--- config.mk ---
export PLATFORM = sky130hd
export DESIGN_NAME = edge_pulse_gen
export DESIGN_NICKNAME = d
export VERILOG_FILES = /design/src/rtl/edge_pulse_gen.sv
export SDC_FILE = /design/constraint.sdc
export NUM_CORES = 1
export LEC_CHECK = 0
export CORE_MARGIN = 2
export CORE_UTILIZATION = 40
export DETAILED_ROUTE_END_ITERATION = 8
export GPL_TIMING_DRIVEN = 0
export HOLD_SLACK_MARGIN = 0.02
export MAX_ROUTING_LAYER = met4
export PLACE_DENSITY = 0.75
export SYNTH_ARGS = -nofsm -noshare
export SYNTH_HDL_FRONTEND = slang
export SYNTH_SLANG_ARGS = --single-unit
--- constraint.sdc ---
create_clock -name clk -period 1.3 [get_ports clk]
set_clock_uncertainty 0.15 [all_clocks]
set_input_delay 0.26 -clock clk [delete_from_list [all_inputs] [get_ports clk]]
set_output_delay 0.26 -clock clk [all_outputs]
set_load 0.05 [all_outputs]
--- src/rtl/edge_pulse_gen.sv ---
// Multi-channel edge-to-pulse generator: synchroniser, mode-qualified edge detect and stretched pulse per channel.
// Define EDGE_PULSE_STICKY_EN to build the sticky pending/overrun/irq stage; otherwise those outputs are tied to 0.
module edge_pulse_gen #(
   parameter int CHANNELS    = 4,
   parameter int SYNC_STAGES = 2,
   parameter int PULSE_LEN   = 1
) (
   input  logic                    clk,
   input  logic                    reset,
   input  logic [CHANNELS-1:0]     din,
   input  logic [2*CHANNELS-1:0]   mode,
   input  logic [CHANNELS-1:0]     clr,
   output logic [CHANNELS-1:0]     pulse,
   output logic [CHANNELS-1:0]     pending,
   output logic [CHANNELS-1:0]     overrun,
   output logic                    irq
);

   localparam int              CNT_W    = $clog2(PULSE_LEN + 1);
   localparam logic [CNT_W-1:0] CNT_LOAD = CNT_W'(PULSE_LEN);
   localparam logic [CNT_W-1:0] CNT_ONE  = CNT_W'(1);

   logic [CHANNELS-1:0] ev;

   for (genvar i = 0; i < CHANNELS; i++) begin : g_ch
      logic [SYNC_STAGES-1:0] s;
      logic                   p;
      logic                   s_last;
      logic                   ev_c;
      logic [CNT_W-1:0]       cnt;
      logic [CNT_W-1:0]       cnt_nxt;
      logic                   pulse_q;

      assign s_last = s[SYNC_STAGES-1];

      // Mode is used live; there is no latched copy, so a change applies on the next cycle.
      always_comb begin
         ev_c = 1'b0;
         unique case (mode[2*i +: 2])
            2'b01:   ev_c = s_last & ~p;
            2'b10:   ev_c = ~s_last & p;
            2'b11:   ev_c = s_last ^ p;
            default: ev_c = 1'b0;
         endcase
      end

      // A new edge reloads the counter, so close edges merge into one longer pulse.
      always_comb begin
         cnt_nxt = cnt;
         if (ev_c) begin
            cnt_nxt = CNT_LOAD;
         end else if (cnt != '0) begin
            cnt_nxt = cnt - CNT_ONE;
         end
      end

      always_ff @(posedge clk or posedge reset) begin
         if (reset) begin
            s       <= '0;
            p       <= 1'b0;
            cnt     <= '0;
            pulse_q <= 1'b0;
         end else begin
            s       <= {s[SYNC_STAGES-2:0], din[i]};
            p       <= s_last;
            cnt     <= cnt_nxt;
            pulse_q <= (cnt_nxt != '0);
         end
      end

      assign ev[i]    = ev_c;
      assign pulse[i] = pulse_q;
   end

`ifdef EDGE_PULSE_STICKY_EN
   for (genvar i = 0; i < CHANNELS; i++) begin : g_sticky
      logic pend_q;
      logic ovr_q;

      // Set beats clear: an event arriving with its clear strobe is never dropped.
      always_ff @(posedge clk or posedge reset) begin
         if (reset) begin
            pend_q <= 1'b0;
            ovr_q  <= 1'b0;
         end else begin
            if (ev[i]) begin
               pend_q <= 1'b1;
            end else if (clr[i]) begin
               pend_q <= 1'b0;
            end
            if (ev[i] && pend_q && !clr[i]) begin
               ovr_q <= 1'b1;
            end else if (clr[i]) begin
               ovr_q <= 1'b0;
            end
         end
      end

      assign pending[i] = pend_q;
      assign overrun[i] = ovr_q;
   end

   assign irq = |pending;
`else
   logic unused_sticky;

   assign unused_sticky = ^{clr, ev};
   assign pending       = '0;
   assign overrun       = '0;
   assign irq           = 1'b0;
`endif

endmodule

[Word-level counts from Yosys, hierarchy flattened]
Cells that the tools add are included.
Word-level totals
  register bits: 16
  input bits: 18
  output and inout port bits: 13
  logic and storage cells: 60
Operators by class
  add/subtract/negate cells: 4
  eq/ne operators: 12
  mux-type cells: 12
  bitwise logic cells: 20
Operators by type and width (count)
  $eq 2x2->1 const B: 8
  $pmux 1 s3: 4
  $and 1x1->1: 8
  $eq 2x1->1 const B: 4
  $mux 1: 8
  $not 1->1: 8
  $sub 1x1->1 const B: 4
  $xor 1x1->1: 4

[Depth between registers and ports, before layout]
Gate-level depths: netlist of run 1.
  depth in word-level cells: 4
  gate-level depth with buffers: 5
  mapped depth without buffers: 5

[Least setup slack after synthesis of run 1]
Ideal clock, no wire load.
  path type: register to register
  from: reg g_ch[3].s[1]
  to: reg g_ch[3].pulse_q
  library setup time: 0.130 ns
  arrival time: 0.838 ns
  required time: 1.020 ns
  setup slack: 0.181 ns
  cell stages (with the launch flop): 6
  buffers on the path: 0
  clock period less this slack: 1.119 ns
  cell sequence: dfrtp_1 > inv_1 > ha_1 > nand2_1 > o211ai_1 > o21ai_0
On the way
  cells in the longest elaborated chain, start to end: 4
  elaborated cells between the ends (all ways): 6
  those cells by class: 2 x mux; 4 x bitwise
RTL lines
  from (decl): RTL line 26  | logic [SYNC_STAGES-1:0] s;
  from (signal assigned): RTL line 64  | s <= {s[SYNC_STAGES-2:0], din[i]};
  $not 1->1: RTL line 41  | 2'b10: ev_c = ~s_last & p;
  $and 1x1->1: RTL line 41
  $pmux 1 s3 *: RTL line 39  | unique case (mode[2*i +: 2])
  $mux 1 *: RTL line 50  | if (ev_c) begin
  net g_ch[3].cnt_nxt: RTL line 31  | logic [CNT_W-1:0] cnt_nxt;
  to (signal assigned): RTL line 67  | pulse_q <= (cnt_nxt != '0);
  to (decl): RTL line 32  | logic pulse_q;
Mark *: on every way through the listed nets, which the timed path passes. The rest lies on a longest branch.

[Worst setup path in the final report of run 1]
  from: reg g_ch[3].pulse_q
  to: out pulse[3]
RTL lines
  to (decl): RTL line 13  | output logic [CHANNELS-1:0] pulse,
No word-level cell between the ends.

==> results by group, run 1 <==
Route
  – Residual DRC: 0
  – Vias: around 460
  – Via/cell ratio: about 4.0
  – Drt pass-1 iters: 4
  – Initial DRC count: 8
  – Antenna violation net count after detailed routing: 0
  – DR WL/cell: approximately 9.0 µm
  – Routed WL: approximately 1000 µm

Yosys
  – Avg Cell Area, Syn: 11.1 µm²
  – Most common library cells after synthesis: 16 x dfrtp_1, 13 x buf_4, 9 x inv_1, 8 x ha_1
  – Ranking of synthesized cells by area: dfrtp_1 55%, ha_1 14%, buf_4 13%
  – EDFF count, synth: 0
  – Synth Instances: 66
  – Unique cell type count in the Yosys netlist: 10
  – Asr flop ratio synth: between 90% and 100%
  – Main synth FF type: dfrtp_1
  – Sequential area share after synthesis: a little over half
  – #FFs+latches synth: 16
  – Mapped cell area: roughly 730 µm²
  – Yosys warnings: 0
  – Cell with the most instances after synthesis: dfrtp_1
  – Leading area contributor after synthesis: dfrtp_1
  – Top-area cell type share of the netlist area: between 50% and 60%

Floorplanning
  – CORE AREA: about 0.0017 mm²
  – Die ar.: approximately 0.0022 mm²
  – Die W: about 47 µm
  – Die Ht: 46.9 µm
  – I/O pin count: 31
  – Site Rows: 15
  – Initial core utilization: ~43%

Run
  – MaxCap Viol Count: 0

Global route
  – Largest net degree at the start of global routing: 17
  – Vias in the first global route: between 400 and 500
  – GRT Overall Usage: 11.8%
  – GR Overflow Total: 0
  – First-pass GRT wire length: ~1600 µm
  – Antenna violations before repair: 0

Setup path
  – Worst Reg-to-Reg Cells: 5
  – Crit path kind: flop to output port
  – R2r setup slk: approximately 0.090 ns
  – Setup crit start kind: flop
  – Crit-path max FO: 1
  – CP max stage cell: dfrtp_1
  – Worst stage delay on the critical path: around 0.40 ns
  – Buf+Inv Stages, Crit Path: 1
  – Worst r2r src: g_ch[3].s[1]
  – Reg2Reg Capture Point: g_ch[3].pulse_q
  – Crit path DAT: 0.83 ns
  – Crit. End Element: output port
  – CP delay by family, top: flip-flops
  – Critical path data required time: 0.89 ns
  – Crit-path cells: buf_8

Timing
  – Relative slew slack: 60.6%
  – Setup TNS: 0 ns
  – Final worst setup slack: 0.0627 ns
  – RSZ-0062 raised after global routing: no
  – Final setup vio count: 0
  – Max Slew Vio Count: 0
  – Final Hold Violating Endpoints: 0
  – Final min period: 1.24 ns
  – Max frequency: 808 MHz
  – Period utilisation layout: a little over nine tenths
  – Worst Tran Pin Value: just under 0.6 ns

Place
  – Post-detail-place hpwl: between 800 and 900 µm
  – Routability-driven placement congestion ratio: about 0.64
  – Cells after DPL: about 120
  – Dpl ws: -0.305 ns
  – Port Buffer Count: 17

Pwr
  – Sequential power share: about half
  – P_leak: 0.511 nW
  – Clock power share: approximately 29%
  – Combinational share of power: a little over a fifth
  – Pwr per Cell Area: around 1100 mW/mm²
  – Maximum VDD drop: about 0.66 mV
  – Net Sw Power: between 0.0003 and 0.0004 W
  – Cell internal pwr: approximately 0.0008 W
  – Sw Ratio: 27.6%

CTS
  – Clock sink count: 16
  – CTS tree: built
  – CTS resizes: 32
  – Clk buf depth: 2
  – Clock transition at path regs: ~0.09 ns
  – Hold buffers post-CTS: 0
  – H-tree levels: 1
  – Worst skew pair latency: roughly 0.28 ns
  – CTS Buf Count: 3
  – Setup Buffers After CTS: 0
  – Root Driver: clkbuf_4

Layout
  – Non-Filler Instances: between 100 and 150
  – Layout cells sized above 1: about a fifth
  – Net count, final: between 100 and 150
  – Area delta synth->final: 35.1%
  – Ant. Diodes: 0

Status
  – Status: completed

Hold path
  – Worst Hold Class: input pin to async pin
==> state kept, by name (all words and copies together), names as in the netlist <==
| signal | cells |
|---|---|
| g_ch.s | 8 |
| g_ch.p | 4 |
| g_ch.pulse_q | 4 |
==> layout by cell type, fill, tap and decap left out <==
cell | Yosys | routed
buf_4 | 13 | 9
buf_8 | 0 | 4
clkbuf_4 | 0 | 3
clkbuf_8 | 0 | 1
clkdlybuf4s50_1 | 0 | 13
conb_1 | 1 | 9
dfrtp_1 | 16 | 16
ha_1 | 8 | 8
inv_1 | 9 | 9
nand2_1 | 5 | 5
nor2b_1 | 6 | 6
o211ai_1 | 1 | 1
o21ai_0 | 1 | 1
o21ai_1 | 6 | 6
==> logic make-up after synthesis <==
| family | count (synthesis) | share of synthesized area [%] |
|---|---|---|
| flops | 16 | 54.5 |
| other cells | 1 | 0.511 |
| compound gates | 8 | 5.79 |
| fa+ha+maj | 8 | 13.6 |
| simple gates | 11 | 7.67 |
| buf+inv | 22 | 17.9 |
==> worst max path at each step <==
stage	from	endpoint	slack, ns	depth (start not counted)
finish	g_ch[3].pulse_q	pulse[3]	0.06	1
global route	g_ch[3].pulse_q	pulse[3]	0.009	1
global placement	g_ch[3].pulse_q	pulse[3]	-0.30	2
CTS	g_ch[3].pulse_q	pulse[3]	0.04	1
detailed placement	g_ch[2].pulse_q	pulse[2]	-0.30	2
floorplan	g_ch[3].s[1]	g_ch[3].pulse_q	0.18	5
==> metrics by stage <==
stage | cell area, µm² | hold WS [ns] | utilization [%] | power, W
after floorplan | 764 | 0.0237 | - | 0.000718
after global placement | 966 | 0.182 | 55.9 | 0.000785
after detailed placement | 966 | 0.187 | 55.9 | 0.000794
after CTS | 992 | 0.200 | 57.5 | 0.00112
after global routing | 992 | 0.221 | 57.5 | 0.00117
final | 992 | 0.184 | 57.5 | 0.00110
==> power by group through the flow <==
stage	clock, W	combinational [W]	sequential, W
detailed placement	0	0.000245	0.000550
floorplan	0	0.000172	0.000546
global placement	0	0.000238	0.000548
global route	0.000365	0.000259	0.000547
finish	0.000318	0.000240	0.000543
CTS	0.000338	0.000241	0.000544
==> layer usage <==
layer  part of all wire (%)  global-route usage, %  vias up
li1                       -                      -      230
met1                     36                   10.3      203
met2                     53                   21.6       29
met4                   0.48                   6.67        0
met5                      0                      -        -
met3                     10                   3.85        2
==> cell type report <==
cell class | instances | area [µm²]
Timing Repair Buffer | 17 | 190
Sequential cell | 16 | 400
Fill cell | 156 | 734
Multi-Input combinational cell | 36 | 233
Inverter | 9 | 33.8
Clock buffer | 4 | 36.3
Buffer | 9 | 67.6
Tap cell | 25 | 31.3
Power figures use the tool's default switching activity.
==> run 2: changes to the inputs <==
Settings changed: SKIP_LAST_GASP set to 1.
==> results of run 2 <==
Final layout, timing and power as in run 1 (identical DEF).
==> run 3: changes to the inputs <==
Settings changed: CAP_MARGIN set to 0.
==> results of run 3 <==
Final layout, timing and power as in run 1 (identical DEF).
